### src/rtl/approx_mult_pipe.sv
// Three-stage quadrant-decomposed approximate multiplier with valid/ready stream and per-quadrant modes.
// Define ERROR_STATS_EN to add exact-vs-approximate error statistics (err_sum, err_max, err_cnt).
module approx_mult_pipe #(
  parameter int         WIDTH    = 8,
  parameter logic [7:0] MODE_RST = 8'h00,
  parameter int         ERR_W    = 32
) (
  input  logic                 clk,
  input  logic                 rst,
  input  logic                 cfg_we,
  input  logic [7:0]           cfg_mode,
  input  logic                 in_valid,
  output logic                 in_ready,
  input  logic [WIDTH-1:0]     A,
  input  logic [WIDTH-1:0]     B,
  output logic                 out_valid,
  input  logic                 out_ready,
  output logic [2*WIDTH-1:0]   R,
  output logic [7:0]           mode_q
`ifdef ERROR_STATS_EN
  ,
  output logic [ERR_W-1:0]     err_sum,
  output logic [2*WIDTH-1:0]   err_max,
  output logic [ERR_W-1:0]     err_cnt
`endif
);

  localparam int HW = WIDTH / 2;
  localparam int PW = 2 * WIDTH;

  logic                    w_adv;
  logic [7:0]              r_mode;

  logic                    r_s1_valid;
  logic [WIDTH-1:0]        r_s1_a;
  logic [WIDTH-1:0]        r_s1_b;
  logic [7:0]              r_s1_mode;

  logic                    r_s2_valid;
  logic [3:0][WIDTH-1:0]   r_s2_prod;
  logic [3:0][WIDTH-1:0]   w_prod;

  logic                    r_s3_valid;
  logic [PW-1:0]           r_s3_sum;
  logic [PW-1:0]           w_sum;

  // The whole pipeline moves as one; it only freezes when a result is stuck at the output.
  assign w_adv     = !r_s3_valid || out_ready;
  assign in_ready  = w_adv;
  assign out_valid = r_s3_valid;
  assign R         = r_s3_sum;
  assign mode_q    = r_mode;

  // Quadrant gi: bit 1 selects the A half, bit 0 selects the B half (LL, LH, HL, HH).
  for (genvar gi = 0; gi < 4; gi++) begin : g_quad
    logic [HW-1:0]    w_x;
    logic [HW-1:0]    w_y;
    logic [1:0]       w_m;
    logic [WIDTH-1:0] w_xe;
    logic [WIDTH-1:0] w_ye;
    logic [WIDTH-1:0] w_xs;
    logic [WIDTH-1:0] w_ys;
    logic [WIDTH-1:0] w_exact;

    assign w_x     = (gi / 2 == 1) ? r_s1_a[WIDTH-1:HW] : r_s1_a[HW-1:0];
    assign w_y     = (gi % 2 == 1) ? r_s1_b[WIDTH-1:HW] : r_s1_b[HW-1:0];
    assign w_m     = r_s1_mode[2*gi +: 2];
    assign w_xe    = {{HW{1'b0}}, w_x};
    assign w_ye    = {{HW{1'b0}}, w_y};
    assign w_xs    = {{HW{1'b0}}, w_x[HW-1:1], 1'b1};
    assign w_ys    = {{HW{1'b0}}, w_y[HW-1:1], 1'b1};
    assign w_exact = w_xe * w_ye;

    assign w_prod[gi] = (w_m == 2'b00) ? w_exact :
                        (w_m == 2'b01) ? w_xs * w_ys :
                        (w_m == 2'b10) ? {w_exact[WIDTH-1:HW], {HW{1'b0}}} :
                                         '0;
  end

  assign w_sum = {{WIDTH{1'b0}}, r_s2_prod[0]}
               + {{HW{1'b0}}, r_s2_prod[1], {HW{1'b0}}}
               + {{HW{1'b0}}, r_s2_prod[2], {HW{1'b0}}}
               + {r_s2_prod[3], {WIDTH{1'b0}}};

  always_ff @(posedge clk) begin
    if (rst) begin
      r_mode     <= MODE_RST;
      r_s1_valid <= 1'b0;
      r_s1_a     <= '0;
      r_s1_b     <= '0;
      r_s1_mode  <= '0;
      r_s2_valid <= 1'b0;
      r_s2_prod  <= '0;
      r_s3_valid <= 1'b0;
      r_s3_sum   <= '0;
    end else begin
      if (cfg_we) begin
        r_mode <= cfg_mode;
      end
      if (w_adv) begin
        r_s1_valid <= in_valid;
        r_s2_valid <= r_s1_valid;
        r_s3_valid <= r_s2_valid;
        // Snapshot reads the pre-update register, so a same-edge cfg_we affects later operands only.
        if (in_valid) begin
          r_s1_a    <= A;
          r_s1_b    <= B;
          r_s1_mode <= r_mode;
        end
        if (r_s1_valid) begin
          r_s2_prod <= w_prod;
        end
        if (r_s2_valid) begin
          r_s3_sum <= w_sum;
        end
      end
    end
  end

`ifdef ERROR_STATS_EN
  localparam int SW = ((ERR_W > PW) ? ERR_W : PW) + 1;

  logic [PW-1:0]    r_s2_exact;
  logic [PW-1:0]    r_s3_exact;
  logic [ERR_W-1:0] r_err_sum;
  logic [PW-1:0]    r_err_max;
  logic [ERR_W-1:0] r_err_cnt;
  logic             w_fire;
  logic [PW-1:0]    w_err;
  logic [SW-1:0]    w_sum_ext;
  logic [ERR_W-1:0] w_sum_sat;

  assign w_fire    = r_s3_valid && out_ready;
  assign w_err     = (r_s3_exact >= r_s3_sum) ? (r_s3_exact - r_s3_sum) : (r_s3_sum - r_s3_exact);
  assign w_sum_ext = SW'(r_err_sum) + SW'(w_err);
  assign w_sum_sat = (|(w_sum_ext >> ERR_W)) ? {ERR_W{1'b1}} : w_sum_ext[ERR_W-1:0];

  assign err_sum = r_err_sum;
  assign err_max = r_err_max;
  assign err_cnt = r_err_cnt;

  always_ff @(posedge clk) begin
    if (rst) begin
      r_s2_exact <= '0;
      r_s3_exact <= '0;
    end else if (w_adv) begin
      if (r_s1_valid) begin
        r_s2_exact <= {{WIDTH{1'b0}}, r_s1_a} * {{WIDTH{1'b0}}, r_s1_b};
      end
      if (r_s2_valid) begin
        r_s3_exact <= r_s2_exact;
      end
    end
  end

  // A mode change starts a fresh measurement window.
  always_ff @(posedge clk) begin
    if (rst || cfg_we) begin
      r_err_sum <= '0;
      r_err_max <= '0;
      r_err_cnt <= '0;
    end else if (w_fire) begin
      r_err_sum <= w_sum_sat;
      if (w_err > r_err_max) begin
        r_err_max <= w_err;
      end
      if (r_err_cnt != {ERR_W{1'b1}}) begin
        r_err_cnt <= r_err_cnt + 1'b1;
      end
    end
  end
`endif

endmodule

### config.mk
export PLATFORM = sky130hd
export DESIGN_NAME = approx_mult_pipe
export DESIGN_NICKNAME = d
export VERILOG_FILES = /design/src/rtl/approx_mult_pipe.sv
export SDC_FILE = /design/constraint.sdc
export NUM_CORES = 1
export LEC_CHECK = 0
export ABC_AREA = 1
export BUFFER_PORTS_ARGS = -buffer_cell sky130_fd_sc_hd__buf_2
export CAP_MARGIN = 20
export CORE_UTILIZATION = 50
export CTS_CLUSTER_SIZE = 30
export DETAILED_ROUTE_END_ITERATION = 6
export HOLD_SLACK_MARGIN = 0.05
export PLACE_DENSITY = 0.71
export SYNTH_ARGS = -nofsm -noshare
export SYNTH_HDL_FRONTEND = slang
export SYNTH_SLANG_ARGS = --single-unit
### constraint.sdc
create_clock -name clk -period 3.18 [get_ports clk]
set_input_delay 0.636 -clock clk [delete_from_list [all_inputs] [get_ports clk]]
set_output_delay 0.636 -clock clk [all_outputs]
set_load 0.05 [all_outputs]
==> results.cfg, run 1 <==
[run_status]
outcome = completed

[clocking]
path_clk_slew_ns = 0.07
htreeDepth = 3
worstSkewPairLatency_ns = 0.35
cts_buffer_depth = 2
cts.sink_count = 83
cts_tree = done
post_cts_buffers = 0
cts_made_buffers = 9
cts-root-buf = clkbuf_16

[critical_path]
r2r-start = r_s1_b[5]
worst_r2r_path_depth = 14
cp_max_fo = 6
critical_path_class = register to register
critPathRequiredTime_ns = 3.42
crit_family = adder cells
crit_path_max_incr_delay_ns = 0.52
timing.rr.end = r_s2_prod[30]
arrival_ns = 3.23
cp_slowest_cell = fa_1
r2r_slack_ns = 0.20
crit_path_end_kind = register
worst_path_most_repeated_cell = nand2_1
crit_buf_inv = 3
start_kind = register
path_cells = buf_4 -> nand2_1 -> fa_1 -> inv_1 -> fa_1 -> fa_1 -> nand2_1 -> nand2_1 -> a21oi_1 -> nand2_1 -> nand2_1 -> nand3_1 -> nand2_1 -> inv_1

[grt]
grt_pass1_wl_um = 29000
antenna_found_initial = 0
grt_overflow = 0
grt_pass1_vias = 6099
grt_max_degree = 45
grt.total_usage = 0.257

[power_and_ir_drop]
p_leak_uw = 0.00455
powerDensity_nw_per_um2 = 392
power_uw = 3020
peakVddDrop_v = 0.000327

[sta]
fin_crit_ns = 2.98
setup_violations = 0
fmax_mhz = 335
fin_crit_sh = 0.938
tightest_slew_ns = 0.586
finalMaxSlewViolations = 0
maxSlewHeadroom = 0.609
skew_ns = 0.0114
final_hold_viol_count = 0
rsz0062_at_grt = no
fin_setup_tns_ns = 0

[job]
cap_viol_max_count = 0

[floorplan]
die_area_sq_um = 14500
boundaryPins = 55
design.core.area_sq_um = 13500
initial_core_util = 0.520
die_h_um = 120
fp.dieW_um = 120
rows = 42

[drt]
routed_wl_um = 17500
drt_iter0_drc = 443
vias = 6371
vias_per_cell = 5.24
final_antenna_net_count = 0
drcViolationCount = 0
firstDrtPassIters = 5
wl_per_cell_um = 14.4

[placement]
hpwl_um = 13600
dp.cells = 1200
gp_congestion = 0.954
portBuffers = 54

[final_layout]
drive_above_1_share = 0.113
area_delta_synth_final_pct = 10.1
nets = 1189
n_antenna_cell = 0
final_cells = 1216

[synthesis]
synth_nets = 1139
avgSynthCellArea_sq_um = 7.10
yosysWarnings = 0
ys_types = 32
syn_area_sq_um = 6990
postSynthCellCount = 985
ys_seq_elements = 83
synth-seq-area-share = 0.238

[hold_path]
min_delay_worst_endpoint = R[2]
hold_depth = 2
hp-start = R[2]
hold_path_class = register to register
-- synthesized netlist by cell type --
master    instances  area [sq um]
xnor2_1           1          8.76
inv_1           166           623
or2_2             6          37.5
a21oi_1          62           310
nor2_2           11          68.8
nand2_4           1          11.3
o21ai_1          20           100
o211ai_1          1          7.51
inv_2             4          15.0
nand2_1         201           754
a21boi_0          2          15.0
ha_1             88          1100
xor2_1            2          17.5
buf_6             8          90.1
nand3b_1          1          7.51
buf_4             6          45.0
buf_2             3          15.0
nor2_4            3          33.8
fa_1             37           741
inv_4             1          6.26
a31oi_1          16           100
dfxtp_1          83          1660
nand2_8           2          40.0
nand4_1           9          56.3
or2_1             1          6.26
o21bai_1          1          7.51
buf_8             1          15.0
nand3_1          66           330
o21ai_0          61           305
clkbuf_1         12          45.0
inv_6             1          8.76
nor2_1          108           405
-- cells in the final DEF (no fill, tap or decap), drive strengths merged --
master	count
clkinv	2
nand2	204
o21ai	81
clkbuf	11
xnor2	1
a21oi	62
xor2	2
inv	173
nor2	122
fa	37
nand3	66
ha	88
a31oi	16
nand4	9
bufinv	1
nand3b	1
or2	7
a21boi	2
dfxtp	83
o211ai	1
o21bai	1
buf	69
clkinvlp	1
-- kinds of logic after synthesis --
family | Yosys count | synth area share
simple gates | 409 | 0.251
buf+inv | 202 | 0.123
compound gates | 163 | 0.121
fa+ha+maj | 125 | 0.263
flops | 83 | 0.238
xor+xnor | 3 | 0.00376
-- how the worst max path moves through the flow --
stage / start / endpoint / slack, ns / depth (start not counted)
final: r_s1_b[5] / r_s2_prod[30] / 0.20 / 14
after global routing: r_s1_b[7] / r_s2_prod[14] / 0.02 / 13
after CTS: r_s1_a[4] / r_s2_prod[30] / 0.15 / 14
after detailed placement: r_s1_a[4] / r_s2_prod[30] / 0.16 / 14
after global placement: r_s1_a[4] / r_s2_prod[30] / 0.19 / 13
after floorplan: r_s1_b[3] / r_s2_prod[22] / 0.24 / 14
-- where the power goes --
part	leakage (uW)	total [uW]	internal (uW)	switching, uW
sequential	0.000685	1190	1110	77.6
clock	0.000152	1110	654	451
combinational	0.00372	725	256	469
-- cell type report --
class                           count  area, sq um
Clock buffer                       11          253
Clock inverter                      5         60.1
Fill cell                        1361         5750
Inverter                          172          653
Multi-Input combinational cell    700         4470
Sequential cell                    83         1670
Tap cell                          176          220
Timing Repair Buffer               69          383
-- what timing repair did --
| item | 4_1_cts | 5_1_grt |
|---|---|---|
| gates resized for setup | 0 | 3 |
| hold buffers | 0 | 0 |
| setup endpoints to repair | 0 | 3 |
-- worst min-delay path, cell delays in order (launching register included) --
cell     delay (ns)
dfxtp_1        0.32
nor2_1         0.04
nor2_1         0.08
-- registers in the layout, summed over array words and instances, names as in the netlist --
| signal | cells |
|---|---|
| r_s1_b | 8 |
| r_s2_prod | 32 |
| R | 16 |
| r_s1_a | 8 |
| r_s1_mode | 8 |
| r_s1_valid | 1 |
| mode_q | 8 |
| r_s2_valid | 1 |
| out_valid | 1 |
-- metrics by stage --
| stage | setup WS (ns) | utilization | instance area, sq um | hold WS, ns |
|---|---|---|---|---|
| 2_1_floorplan | 0.242 | - | 6990 | 0.475 |
| 3_3_place_gp | 0.195 | 0.549 | 7380 | 0.461 |
| 3_5_place_dp | 0.163 | 0.549 | 7380 | 0.469 |
| 4_1_cts | 0.146 | 0.572 | 7700 | 0.483 |
| 5_1_grt | 0.0233 | 0.572 | 7700 | 0.504 |
| 6_report | 0.196 | 0.572 | 7700 | 0.475 |
-- metal layers --
layer  GRT usage  vias up  routed length (um)
met3      0.0528       30                 968
li1            -     3246                   -
met1       0.329     2918                8010
met5           0        -                   0
met2       0.424      177                7940
met4       0.103        0                 574
No activity file was read; power rests on OpenSTA's default activity.
==> run 2: changes to the inputs <==
--- a/config.mk
+++ b/config.mk
@@ -11,8 +11,8 @@
 export CORE_UTILIZATION = 50
 export CTS_CLUSTER_SIZE = 30
 export DETAILED_ROUTE_END_ITERATION = 6
-export HOLD_SLACK_MARGIN = 0.05
-export PLACE_DENSITY = 0.71
+export HOLD_SLACK_MARGIN = 0.08
+export PLACE_DENSITY = 0.68
 export SYNTH_ARGS = -nofsm -noshare
 export SYNTH_HDL_FRONTEND = slang
 export SYNTH_SLANG_ARGS = --single-unit
==> results.cfg, run 2 (synthesis results as in run 1) <==
[run_status]
outcome = completed

[clocking]
cts_buffer_depth = 2
post_cts_buffers = 0
cts.sink_count = 83
htreeDepth = 3
cts_tree = done
cts_made_buffers = 9
worstSkewPairLatency_ns = 0.35
path_clk_slew_ns = 0.06
cts-root-buf = clkbuf_16

[hold_path]
hold_depth = 2
hold_path_class = register to register

[critical_path]
cp_max_fo = 8
start_kind = register
crit_start = r_s1_a[1]
critPathRequiredTime_ns = 3.43
cp_slowest_cell = fa_1
timing.rr.end = r_s2_prod[6]
path_cells = buf_4 -> nand2_1 -> inv_1 -> fa_1 -> inv_1 -> fa_1 -> inv_1 -> fa_1 -> nand3_1 -> nand2_1 -> o21ai_0 -> nand3_1 -> nand2_1 -> inv_1
arrival_ns = 3.20
crit_path_end_kind = register
r2r_slack_ns = 0.23
critical_path_depth = 14
worst_r2r_path_depth = 14
critical_path_class = register to register
crit_path_max_incr_delay_ns = 0.50
crit_buf_inv = 5
r2r-start = r_s1_a[1]
worst_path_most_repeated_cell = inv_1
critPathCapture = r_s2_prod[6]
crit_family = adder cells

[grt]
grt_pass1_wl_um = 28700
grt_overflow = 0
grt_pass1_vias = 5932
antenna_found_initial = 0
grt_max_degree = 48
grt.total_usage = 0.255

[drt]
routed_wl_um = 17200
final_antenna_net_count = 0
firstDrtPassIters = 5
drcViolationCount = 0
vias_per_cell = 5.09
wl_per_cell_um = 14.1
drt_iter0_drc = 375
vias = 6194

[placement]
gp_congestion = 0.879
portBuffers = 54
hpwl_um = 13500

[floorplan]
die_h_um = 120
rows = 42
die_area_sq_um = 14500
design.core.area_sq_um = 13500
fp.dieW_um = 120
initial_core_util = 0.520
boundaryPins = 55

[sta]
rsz0062_at_grt = no
fin_crit_sh = 0.928
final_hold_viol_count = 0
skew_ns = 0.0119
maxSlewHeadroom = 0.530
fin_crit_ns = 2.95
finalMaxSlewViolations = 0
tightest_slew_ns = 0.704
setup_violations = 0
fin_setup_tns_ns = 0
fmax_mhz = 339

[final_layout]
drive_above_1_share = 0.114
fillers = 1323
final_common_cell = nand2_1
n_antenna_cell = 0
largest-register = r_s2_prod
area_delta_synth_final_pct = 9.93
largest_reg_flops = 32
nets = 1189
final_cell_mix = 201 x nand2_1, 166 x inv_1, 108 x nor2_1

[power_and_ir_drop]
p_leak_uw = 0.00455
powerDensity_nw_per_um2 = 385
power_uw = 2960
peakVddDrop_v = 0.000330

[job]
cap_viol_max_count = 0
-- run 2: cell count changes in the layout (fill, tap and decap cells not counted) --
cell | before | now
clkinv_2 | 1 | 2
clkbuf_8 | 2 | 0
dfxtp_1 | 80 | 77
dfxtp_2 | 3 | 6
clkbuf_1 | 0 | 1
-- run 2: worst register-to-register path: stages (launching register included) --
cell and delay (ns):
dfxtp_1 0.31, buf_4 0.16, nand2_1 0.12, inv_1 0.08, fa_1 0.50, inv_1 0.05, fa_1 0.50, inv_1 0.07
fa_1 0.47, nand3_1 0.10, nand2_1 0.07, o21ai_0 0.21, nand3_1 0.11, nand2_1 0.07, inv_1 0.03
-- run 2: where the power goes --
group / total (uW) / leakage, uW / switching [uW] / internal [uW]
Clock: 1060 / 0.000143 / 448 / 610
Sequential: 1190 / 0.000686 / 74.8 / 1110
Combinational: 715 / 0.00372 / 462 / 253
-- run 2: layout make-up --
cell class	count	area, sq um	area share
multi-input combinational	700	4470	0.581
clock inverter	6	65.1	0.00847
inverter	172	653	0.0850
clock buffer	10	229	0.0298
tap	176	220	0.0287
sequential	83	1670	0.217
timing repair buffer	69	383	0.0498
-- run 2: worst min path at each step --
| stage | startpoint | to | slack, ns |
|---|---|---|---|
| 4_1_cts | R[3] | R[3] | 0.49 |
| 6_report | R[3] | R[3] | 0.48 |
| 3_5_place_dp | R[3] | R[3] | 0.47 |
| 5_1_grt | R[2] | R[2] | 0.51 |
| 2_1_floorplan | r_s2_prod[0] | R[0] | 0.47 |
| 3_3_place_gp | R[3] | R[3] | 0.46 |
-- run 2: per-layer routing --
metal | vias up | track usage | share of wire
met5 | - | 0 | 0
met4 | 0 | 0.117 | 0.038
met3 | 32 | 0.0420 | 0.041
met2 | 144 | 0.412 | 0.45
met1 | 2780 | 0.333 | 0.47
li1 | 3238 | - | -
-- run 2: repair_timing --
action / 4_1_cts / 5_1_grt
resized for setup: 0 / 6
endpoints found under the setup margin: 0 / 4
hold buffers: 0 / 0
-- run 2: through the flow --
step / hold slack, ns / setup WS, ns / cell area [sq um] / cells / utilization
final: 0.483 / 0.230 / 7680 / 1216 / 0.571
after global routing: 0.513 / 0.00395 / 7680 / 1216 / 0.571
after CTS: 0.486 / 0.0995 / 7680 / 1216 / 0.571
after detailed placement: 0.472 / 0.127 / 7380 / 1200 / 0.549
after global placement: 0.462 / 0.194 / 7380 / 1200 / 0.549
after floorplan: 0.475 / 0.242 / 6990 / 985 / -
==> run 3: changes to the inputs <==
--- a/config.mk
+++ b/config.mk
@@ -5,14 +5,14 @@
 export SDC_FILE = /design/constraint.sdc
 export NUM_CORES = 1
 export LEC_CHECK = 0
-export ABC_AREA = 1
 export BUFFER_PORTS_ARGS = -buffer_cell sky130_fd_sc_hd__buf_2
 export CAP_MARGIN = 20
 export CORE_UTILIZATION = 50
 export CTS_CLUSTER_SIZE = 30
 export DETAILED_ROUTE_END_ITERATION = 6
 export HOLD_SLACK_MARGIN = 0.08
-export PLACE_DENSITY = 0.68
+export PLACE_DENSITY = 0.69
+export REMOVE_ABC_BUFFERS = 1
 export SYNTH_ARGS = -nofsm -noshare
 export SYNTH_HDL_FRONTEND = slang
 export SYNTH_SLANG_ARGS = --single-unit
==> results.cfg, run 3 <==
[placement]
placed_area_sq_um = 7110
portBuffers = 54
gp_congestion = 0.898
hpwl_um = 12300
dp.cells = 988
detailedPlace.worstSlack_ns = -0.0535

[sta]
fin_crit_ns = 3.08
fin_setup_tns_ns = 0
finalMaxSlewViolations = 0
final_hold_viol_count = 0
setup_violations = 0
setup_ws_ns = 0.0996
maxSlewHeadroom = 0.606
skew_ns = 0.00795
fin_crit_sh = 0.969
fmax_mhz = 325
tightest_slew_ns = 0.590

[final_layout]
final_cells = 1004
largest_reg_flops = 32
nets = 981
area_delta_synth_final_pct = 15.1
final_common_cell = nand2_1
n_antenna_cell = 0
regArea_sq_um = 1680
final_cell_mix = 90 x nand2_1, 88 x ha_1, 79 x a21oi_1
drive_above_1_share = 0.168
multi_input_comb_area_sq_um = 4580
postLayoutCellArea_sq_um = 7510
fin_util = 0.593
fillers = 1165
largest-register = r_s2_prod

[drt]
dr_wl_met2_um = 7500
dr_wl_met3_um = 661
wl_per_cell_um = 15.6
vias = 5487
vias_per_cell = 5.47
routed_wl_um = 15600
met1_length_um = 7160
final_antenna_net_count = 0
drt_iter0_drc = 228
top_layer_used = met4
firstDrtPassIters = 5
drcViolationCount = 0

[job]
cap_viol_max_count = 0

[hold_path]
hold_path_class = register to register

[synthesis]
yosysWarnings = 0
ys_top_cells_by_area = dfxtp_1 25%, ha_1 17%, fa_1 11%
avgSynthCellArea_sq_um = 8.54
synth_edf_count = 0
synth_common_cells = 95 x nand2_1, 88 x ha_1, 86 x a21oi_1
async_reset_ff_frac = 0
ys_seq_elements = 83
syn_area_sq_um = 6530
ys_types = 49
postSynthCellCount = 764
synth_top_area_cell = dfxtp_1
synth_flop_cell = dfxtp_1
synth.most_common_cell = nand2_1
synth-seq-area-share = 0.255
yosysTopAreaCellShare = 0.255

[power_and_ir_drop]
p_leak_uw = 0.00369
peakVddDrop_v = 0.000465
powerDensity_nw_per_um2 = 359

[clocking]
cts_buffer_depth = 2
cts.sink_count = 83
htreeDepth = 3
cts-root-buf = clkbuf_16
path_clk_slew_ns = 0.06
cts_tree = done
post_cts_buffers = 0
worstSkewPairLatency_ns = 0.35
ctsHoldBuffers = 0
cts_made_buffers = 9

[floorplan]
design.core.area_sq_um = 12700
die_h_um = 116
rows = 41
die_area_sq_um = 13500
initial_core_util = 0.515
boundaryPins = 55
fp.dieW_um = 116

[grt]
antenna_found_initial = 0
grt_pass1_vias = 5464
grt_max_degree = 56
grt.total_usage = 0.245
grt_pass1_wl_um = 25500
grt_overflow = 0

[critical_path]
cp_slowest_cell = fa_1
worst_path_most_repeated_cell = fa_1
crit_path_end_kind = register
critPathRequiredTime_ns = 3.40
arrival_ns = 3.30
path_cells = nand2_1 -> fa_1 -> inv_1 -> fa_1 -> fa_1 -> a21o_1 -> a21oi_1 -> xor2_1 -> nor2_1 -> a211oi_2 -> nor3_1
start_kind = register
critical_path_class = register to register
crit_path_max_incr_delay_ns = 0.53
cp_max_fo = 5

[run_status]
outcome = completed
## run 3: changes by cell type after synthesis, sizes merged, moves of 48 or more
cell	before	now
nand3	66	3
nand2	204	95
o21ai	81	18
and2	0	48
nor2	122	62
inv	172	48
## run 3: cells by family after synthesis
logic type	share of synthesized area
simple gates	0.179
compound gates	0.156
fa+ha+maj	0.282
buf+inv	0.0529
flops	0.255
xor+xnor	0.0403
mux	0.0353
## run 3: stage by stage
stage	hold slack (ns)	power, uW
final	0.447	2690
after global routing	0.469	2810
after global placement	0.436	1570
after CTS	0.450	2710
after detailed placement	0.442	1580
after floorplan	0.426	1410
## run 3: final cells by class
cell class,instances,share of cell area
multi-input combinational,598,0.611
inverter,48,0.0240
clock buffer,10,0.0305
tap,172,0.0287
timing repair buffer,87,0.0707
clock inverter,6,0.0118
sequential,83,0.224
## run 3: power breakdown
part / internal [uW] / switching (uW) / total [uW]
clock: 690 / 434 / 1120
combinational: 167 / 264 / 431
sequential: 1080 / 53.7 / 1140
total: 1940 / 752 / 2690
## run 3: critical path: cells and delay by family (launching register included)
family	cells	cell delay, ns
adder cells (fa/ha/maj)	3	1.50
AO/OA/AOI/OAI	3	0.61
flip-flops	1	0.37
AND/OR/NAND/NOR	3	0.23
XOR/XNOR	1	0.17
buffers and inverters	1	0.05
## run 3: repair_timing
item | 4_1_cts | 5_1_grt
pin swaps | 1 | 11
setup endpoints to repair | 3 | 9
gates resized for setup | 6 | 27
## run 3: routing by layer
metal,global-route usage,vias to the layer above
met3,0.0477,29
met1,0.299,2615
met5,0,-
met4,0.0812,0
li1,-,2717
met2,0.432,126
## run 3: path summary, 6_finish.rpt
| path | start | to | slack, ns | cells after the start |
|---|---|---|---|---|
| hold / removal | R[9] | R[9] | 0.45 | 2 |
| setup / recovery | r_s1_b[3] | r_s2_prod[22] | 0.1 | 11 |
| hold reg to reg | R[9] | R[9] | 0.45 | 2 |
| setup reg to reg | r_s1_b[3] | r_s2_prod[22] | 0.1 | 11 |
